--- src/rtl/general_pkg.sv ---
// General-purpose machine types shared across the interpreter datapath.
package general;

  localparam int ADDR_W = 16;

  typedef logic [ADDR_W-1:0] addr_t;

endpackage

--- src/rtl/lisp_pkg.sv ---
// Lisp heap types: tagged cells, packed cons words, heap markers and the
// allocator state encoding.
package lisp;

  localparam int TAG_W  = 4;
  localparam int DATA_W = 28;
  localparam int CELL_W = TAG_W + DATA_W;
  localparam int CONS_W = 2 * CELL_W;

  typedef enum logic [TAG_W-1:0] {
    Type_NIL    = 4'h0,
    Type_Number = 4'h1,
    Type_Symbol = 4'h2,
    Type_Cons   = 4'h3
  } type_t;

  typedef struct packed {
    type_t               tag;
    logic [DATA_W-1:0]   data;
  } cell_t;

  // car sits in the high half of the heap word.
  typedef struct packed {
    cell_t car;
    cell_t cdr;
  } cons_t;

  // Heap word markers. Tag 0xF is never produced for a real cell, so neither
  // marker can collide with a stored cons.
  localparam logic [CONS_W-1:0] MEM_FREE = 64'hFFFF_FFFF_FFFF_FFFF;
  localparam logic [CONS_W-1:0] MEM_USED = 64'hFFFF_FFFF_FFFF_FFFE;

  typedef enum logic [2:0] {
    INIT  = 3'd0,
    IDLE  = 3'd1,
    READ  = 3'd2,
    CHECK = 3'd3,
    WRITE = 3'd4,
    RESP  = 3'd5
  } alloc_state_t;

endpackage

--- src/rtl/cons_alloc_heap_ptr_wrap.sv ---
// Heap scan pointer with increment-and-wrap over [BASE, BASE+DEPTH-1] and a
// probe counter that flags the step which completes DEPTH advances.
module heap_ptr_wrap import general::*; #(
  parameter addr_t BASE  = '0,
  parameter int    DEPTH = 256,
  parameter int    CNT_W = $clog2(DEPTH + 1)
) (
  input  logic              clk,
  input  logic              rst_n,
  input  logic              ptr_adv,
  input  logic              cnt_clr,
  input  logic              cnt_inc,
  output logic [ADDR_W-1:0] ptr,
  output logic              cnt_last
);

  localparam logic [ADDR_W-1:0] LAST = BASE + ADDR_W'(DEPTH - 1);

  logic [CNT_W-1:0] cnt;

  // One more increment from here makes DEPTH.
  assign cnt_last = (cnt == CNT_W'(DEPTH - 1));

  // Pointer wraps from LAST back to BASE; clear wins over increment.
  always_ff @(posedge clk) begin
    if (!rst_n) begin
      ptr <= BASE;
      cnt <= '0;
    end else begin
      if (ptr_adv) ptr <= (ptr == LAST) ? BASE : ptr + ADDR_W'(1);
      if (cnt_clr)      cnt <= '0;
      else if (cnt_inc) cnt <= cnt + CNT_W'(1);
    end
  end

endmodule

--- src/rtl/cons_alloc.sv ---
// Cons-cell allocator: sweeps the heap to MEM_FREE after reset, then for each
// (car, cdr) request finds a free word by next-fit scan, writes the cons and
// returns a Type_Cons pointer cell (or an OOM response after one full lap).
//
// Handshakes: req and rsp are valid/ready; a transfer happens on a rising
// edge where both valid and ready are high. rsp_valid, once raised, holds with
// rsp_cell/rsp_oom stable until that edge. req_ready is high only in IDLE and
// req_valid is ignored otherwise.
module cons_alloc import general::*, lisp::*; #(
  parameter addr_t HEAP_BASE  = '0,
  parameter int    HEAP_DEPTH = 256
) (
  input  logic              clk,
  input  logic              rst_n,
  input  logic              req_valid,
  output logic              req_ready,
  input  logic [CELL_W-1:0] req_car,
  input  logic [CELL_W-1:0] req_cdr,
  output logic              rsp_valid,
  input  logic              rsp_ready,
  output logic [CELL_W-1:0] rsp_cell,
  output logic              rsp_oom,
  output logic [ADDR_W-1:0] mem_addr,
  output logic              mem_rd,
  output logic              mem_wr,
  output logic [CONS_W-1:0] mem_wdata,
  input  logic [CONS_W-1:0] mem_rdata,
  output logic              init_done,
  output logic [2:0]        dbg_state
);

  alloc_state_t      state, state_nxt;
  logic [ADDR_W-1:0] ptr;
  logic              cnt_last;
  logic              ptr_adv, cnt_clr, cnt_inc;
  logic              latch_req, cap_ok, cap_oom;
  logic [CELL_W-1:0] car_q, cdr_q, cell_q;
  logic              oom_q;

  // The counter is shared: write count during INIT, probe count during a scan.
  heap_ptr_wrap #(
    .BASE  (HEAP_BASE),
    .DEPTH (HEAP_DEPTH)
  ) u_ptr (
    .clk      (clk),
    .rst_n    (rst_n),
    .ptr_adv  (ptr_adv),
    .cnt_clr  (cnt_clr),
    .cnt_inc  (cnt_inc),
    .ptr      (ptr),
    .cnt_last (cnt_last)
  );

  assign rsp_cell  = cell_q;
  assign rsp_oom   = oom_q;
  assign init_done = (state != INIT);
  assign dbg_state = state;

  // State register.
  always_ff @(posedge clk) begin
    if (!rst_n) state <= INIT;
    else        state <= state_nxt;
  end

  // Next-state and strobes. INIT outputs are gated by rst_n so nothing is
  // written while reset is held.
  always_comb begin
    state_nxt = state;
    req_ready = 1'b0;
    rsp_valid = 1'b0;
    mem_addr  = ptr;
    mem_rd    = 1'b0;
    mem_wr    = 1'b0;
    mem_wdata = '0;
    ptr_adv   = 1'b0;
    cnt_clr   = 1'b0;
    cnt_inc   = 1'b0;
    latch_req = 1'b0;
    cap_ok    = 1'b0;
    cap_oom   = 1'b0;
    case (state)
      INIT: begin
        if (rst_n) begin
          mem_wr    = 1'b1;
          mem_wdata = MEM_FREE;
          ptr_adv   = 1'b1;
          cnt_inc   = 1'b1;
          if (cnt_last) begin
            cnt_clr   = 1'b1;
            state_nxt = IDLE;
          end
        end
      end
      IDLE: begin
        req_ready = 1'b1;
        if (req_valid) begin
          latch_req = 1'b1;
          cnt_clr   = 1'b1;
          state_nxt = READ;
        end
      end
      READ: begin
        mem_rd    = 1'b1;
        state_nxt = CHECK;
      end
      CHECK: begin
        if (mem_rdata == MEM_FREE) begin
          state_nxt = WRITE;
        end else begin
          ptr_adv = 1'b1;
          cnt_inc = 1'b1;
          if (cnt_last) begin
            cap_oom   = 1'b1;
            state_nxt = RESP;
          end else begin
            state_nxt = READ;
          end
        end
      end
      WRITE: begin
        mem_wr    = 1'b1;
        mem_wdata = {car_q, cdr_q};
        cap_ok    = 1'b1;
        ptr_adv   = 1'b1;
        state_nxt = RESP;
      end
      RESP: begin
        rsp_valid = 1'b1;
        if (rsp_ready) state_nxt = IDLE;
      end
      default: state_nxt = INIT;
    endcase
  end

  // Request payload and response capture.
  always_ff @(posedge clk) begin
    if (!rst_n) begin
      car_q  <= '0;
      cdr_q  <= '0;
      cell_q <= '0;
      oom_q  <= 1'b0;
    end else begin
      if (latch_req) begin
        car_q <= req_car;
        cdr_q <= req_cdr;
      end
      if (cap_ok) begin
        cell_q <= {Type_Cons, {(DATA_W - ADDR_W){1'b0}}, ptr};
        oom_q  <= 1'b0;
      end else if (cap_oom) begin
        cell_q <= '0;
        oom_q  <= 1'b1;
      end
    end
  end

endmodule

--- config.mk ---
export PLATFORM = sky130hd
export DESIGN_NAME = cons_alloc
export DESIGN_NICKNAME = d
export VERILOG_FILES = /design/src/rtl/general_pkg.sv /design/src/rtl/lisp_pkg.sv /design/src/rtl/cons_alloc_heap_ptr_wrap.sv /design/src/rtl/cons_alloc.sv
export SDC_FILE = /design/constraint.sdc
export NUM_CORES = 1
export LEC_CHECK = 0
export CAP_MARGIN = 20
export CORE_MARGIN = 2
export CORE_UTILIZATION = 41
export CTS_CLUSTER_SIZE = 16
export DETAILED_ROUTE_END_ITERATION = 6
export PLACE_DENSITY = 0.8
export SLEW_MARGIN = 20
export SYNTH_ARGS = -nofsm -noshare
export SYNTH_HDL_FRONTEND = slang
export SYNTH_SLANG_ARGS = --single-unit
--- constraint.sdc ---
create_clock -name clk -period 2.3 [get_ports clk]
set_input_delay 0.23 -clock clk [delete_from_list [all_inputs] [get_ports clk]]
set_output_delay 0.23 -clock clk [all_outputs]
set_load 0.05 [all_outputs]
==> impl_metrics.ini <==
[outcome]
status = finished, final reports clean

[logic_synthesis]
synth_edf_count = 0
syn-cell-area_um2 = 5090
yosysSeqAreaShare_pct = 43.2
synth_seq_cells = 110
yosys_warnings = 0
synthCells = 649
syn_avg_cell_area_um2 = 7.85
ys_async_sr_fraction_pct = 0
synth_flop_cell = dfxtp_1
synth_cell_types = 43

[routing]
dr_total_vias = 5486
first_pass_iters = 5
drtIter0Drc = 247
drt-total-wl_mm = 16.8
drc = 0
wl_per_cell_um = 16.2
ant_nets = 0
vias_per_cell = 5.29

[critical_path]
reg2regPathDepth = 7
ff2ff_setup_slack_ns = 0.20
crit_fanout = 25
end_kind = primary output
arrival_ns = 1.97
worst_r2r_startpoint = dbg_state[1]
cp.required_ns = 2.07
r2r_end = u_ptr.ptr[9]
crit_path_start_kind = flip-flop
crit_type = flip-flop to primary output

[worst_hold_path]
hold_depth = 3
hp-class = input port to flip-flop
hold_path.startpoint = req_cdr[1]
hold_end = cdr_q[1]

[grt]
grt_max_degree = 65
grt.overflow.total = 0
grt_pass1_vias = 5569
antenna_found_initial = 0
grt.total_usage_pct = 25.5
grt_pass1_wl_mm = 27.0

[power_and_ir_drop]
internal_power_uw = 3300
p_seq_share_pct = 42.3
p_per_area_nw_per_um2 = 525
p_comb_share_pct = 21.2
swShare_pct = 27.4
p_clk_share_pct = 36.5
switchingPower_uw = 1240
ir_drop_uv = 461
p_leak_uw = 0.00334

[placed_design]
place_congestion = 0.849
place_area_um2 = 8320
hpwl_mm = 12.3
pre_cts_slack_ns = -0.0535
portBuffers = 238
placedCellCount = 1022

[clock_tree]
htree_levels = 3
cts_root_buf = clkbuf_16
clk_pin_slew_worst_paths_ns = 0.08
cts-buffers-inserted = 9
cts_setup_buffers = 0
cts_buffer_depth = 2
cts_num_sinks = 110
clkLatencyLatePin_ns = 0.36
cts_tree = done

[cells_and_area]
fin_area_um2 = 8640
nets = 1000
final_cells = 1038
drive_above_1_share_pct = 19.7
area_growth_pct = 69.7
nFillCells = 884
antennaDiodeCount = 0

[timing]
final.min_clock_period_ns = 2.20
setup_viol = 0
fin_skew_ns = 0.00910
relSlewSlack_pct = 55.4
tightest_slew_ns = 0.669
fin_crit_sh_pct = 95.5
timing.hold.ws_ns = 0.411
rsz0062_at_grt = false
clock.fmax_mhz = 455
slew_violations = 0
hold_viol = 0
fin_ws_ns = 0.104

[die]
core_area_um2 = 12100
die_w_um = 115
die_area_um2 = 13300
num_io_pins = 253
dieHeight_um = 115
num_rows = 40
start_util_pct = 42.2

[flow_run]
cap_violations = 0
final cells by class:
cell class                      instances  area [um^2]  share of cell area [%]
Multi-Input combinational cell        478         2680                    30.9
Clock inverter                          6         75.1                   0.868
Timing Repair Buffer                  256         3200                    37.0
Sequential cell                       110         2210                    25.6
Inverter                               10         37.5                   0.434
Tap cell                              168          210                    2.43
Clock buffer                           10          239                    2.76
worst max-delay path: stages (launching register included):
cell,delay (ns)
dfxtp_4,0.39
or3_4,0.45
nor2_4,0.13
buf_4,0.31
a21o_2,0.18
buf_12,0.14
metal layers:
| layer | track usage [%] | wire [um] | vias up | share of wire (%) |
|---|---|---|---|---|
| li1 | - | - | 2662 | - |
| met1 | 28.4 | 6590 | 2584 | 39 |
| met2 | 44.4 | 8320 | 221 | 49 |
| met3 | 10.1 | 1650 | 19 | 9.8 |
| met4 | 8.51 | 271 | 0 | 1.6 |
| met5 | 0 | 0 | - | 0 |
layout by cell type (no fill, tap or decap), types with 3 or more instances in the layout:
cell	Yosys	routed
a21o_1	65	5
a21o_2	0	60
a21oi_1	87	87
a2bb2oi_1	16	16
and3_1	8	7
buf_12	0	67
buf_4	16	15
clkbuf_16	0	9
clkdlybuf4s50_1	0	172
conb_1	1	14
dfxtp_1	110	108
ha_1	3	3
inv_1	10	9
mux2i_1	3	3
nand2_1	154	153
nand3_1	11	11
nand4_1	18	18
nor2_1	27	26
nor4_1	5	5
o21ai_0	11	11
o31ai_1	9	9
or3_1	9	9
or4_1	11	11
xor2_1	3	3
power by group through the flow:
stage	combinational, uW	sequential (uW)	clock [uW]
2_1_floorplan	415	1970	0
3_3_place_gp	954	1960	0
3_5_place_dp	962	1960	0
4_1_cts	967	1920	1690
5_1_grt	1000	1920	1760
6_report	964	1920	1660
worst max-delay path by stage:
stage	from	endpoint	slack (ns)	cells past startpoint
6_report	dbg_state[1]	mem_wdata[57]	0.10	5
5_1_grt	u_ptr.cnt[1]	rsp_cell[3]	0.001	7
4_1_cts	dbg_state[1]	mem_wdata[30]	0.01	5
3_5_place_dp	mem_rdata[55]	rsp_cell[28]	-0.05	8
3_3_place_gp	mem_rdata[55]	rsp_cell[28]	0.003	8
2_1_floorplan	dbg_state[1]	u_ptr.ptr[13]	-0.08	8
state kept, by name (all words and copies together) (netlist names):
signal and flops:
car_q 32, rsp_oom 1, dbg_state 3, cdr_q 32, rsp_cell 17, u_ptr.cnt 9
u_ptr.ptr 16
synthesized netlist by cell type, types with 2 or more instances:
master,n,share of area (%)
inv_1,10,0.74
buf_2,3,0.29
a211oi_1,2,0.29
a21o_1,65,9.6
a21oi_1,87,8.5
ha_1,3,0.74
nand3b_1,2,0.29
and3_1,8,0.98
nand3_1,11,1.1
buf_4,16,2.4
nand2_1,154,11
xor2_1,3,0.52
buf_6,2,0.44
clkbuf_1,39,2.9
buf_1,4,0.29
a2bb2oi_1,16,2.8
and2_1,2,0.25
nand4_1,18,2.2
or3_1,9,1.1
dfxtp_1,110,43
nor3_1,3,0.29
nor2_1,27,2.0
nor4_1,5,0.61
o31ai_1,9,1.3
mux2i_1,3,0.59
o21ai_0,11,1.1
or4_1,11,1.6
logic make-up after synthesis:
kind of cell | count (synthesis) | share of synthesized area (%)
simple gates | 256 | 22.8
flops | 110 | 43.2
fa+ha+maj | 3 | 0.737
mux | 3 | 0.590
buf+inv | 74 | 7.00
compound gates | 199 | 25.1
xor+xnor | 3 | 0.516
other cells | 1 | 0.0736
through the flow:
step           setup TNS, ns  power, uW  util, %
2_1_floorplan         -0.108       2390        -
3_3_place_gp               0       2920     69.0
3_5_place_dp         -0.0957       2930     69.0
4_1_cts                    0       4570     71.6
5_1_grt                    0       4680     71.7
6_report                   0       4540     71.7
repair_timing:
item,CTS,global route
resized for setup,0,2
endpoints found under the hold margin,0,0
endpoints found under the setup margin,0,39
hold buffers,0,0
No activity file was read; power rests on OpenSTA's default activity.
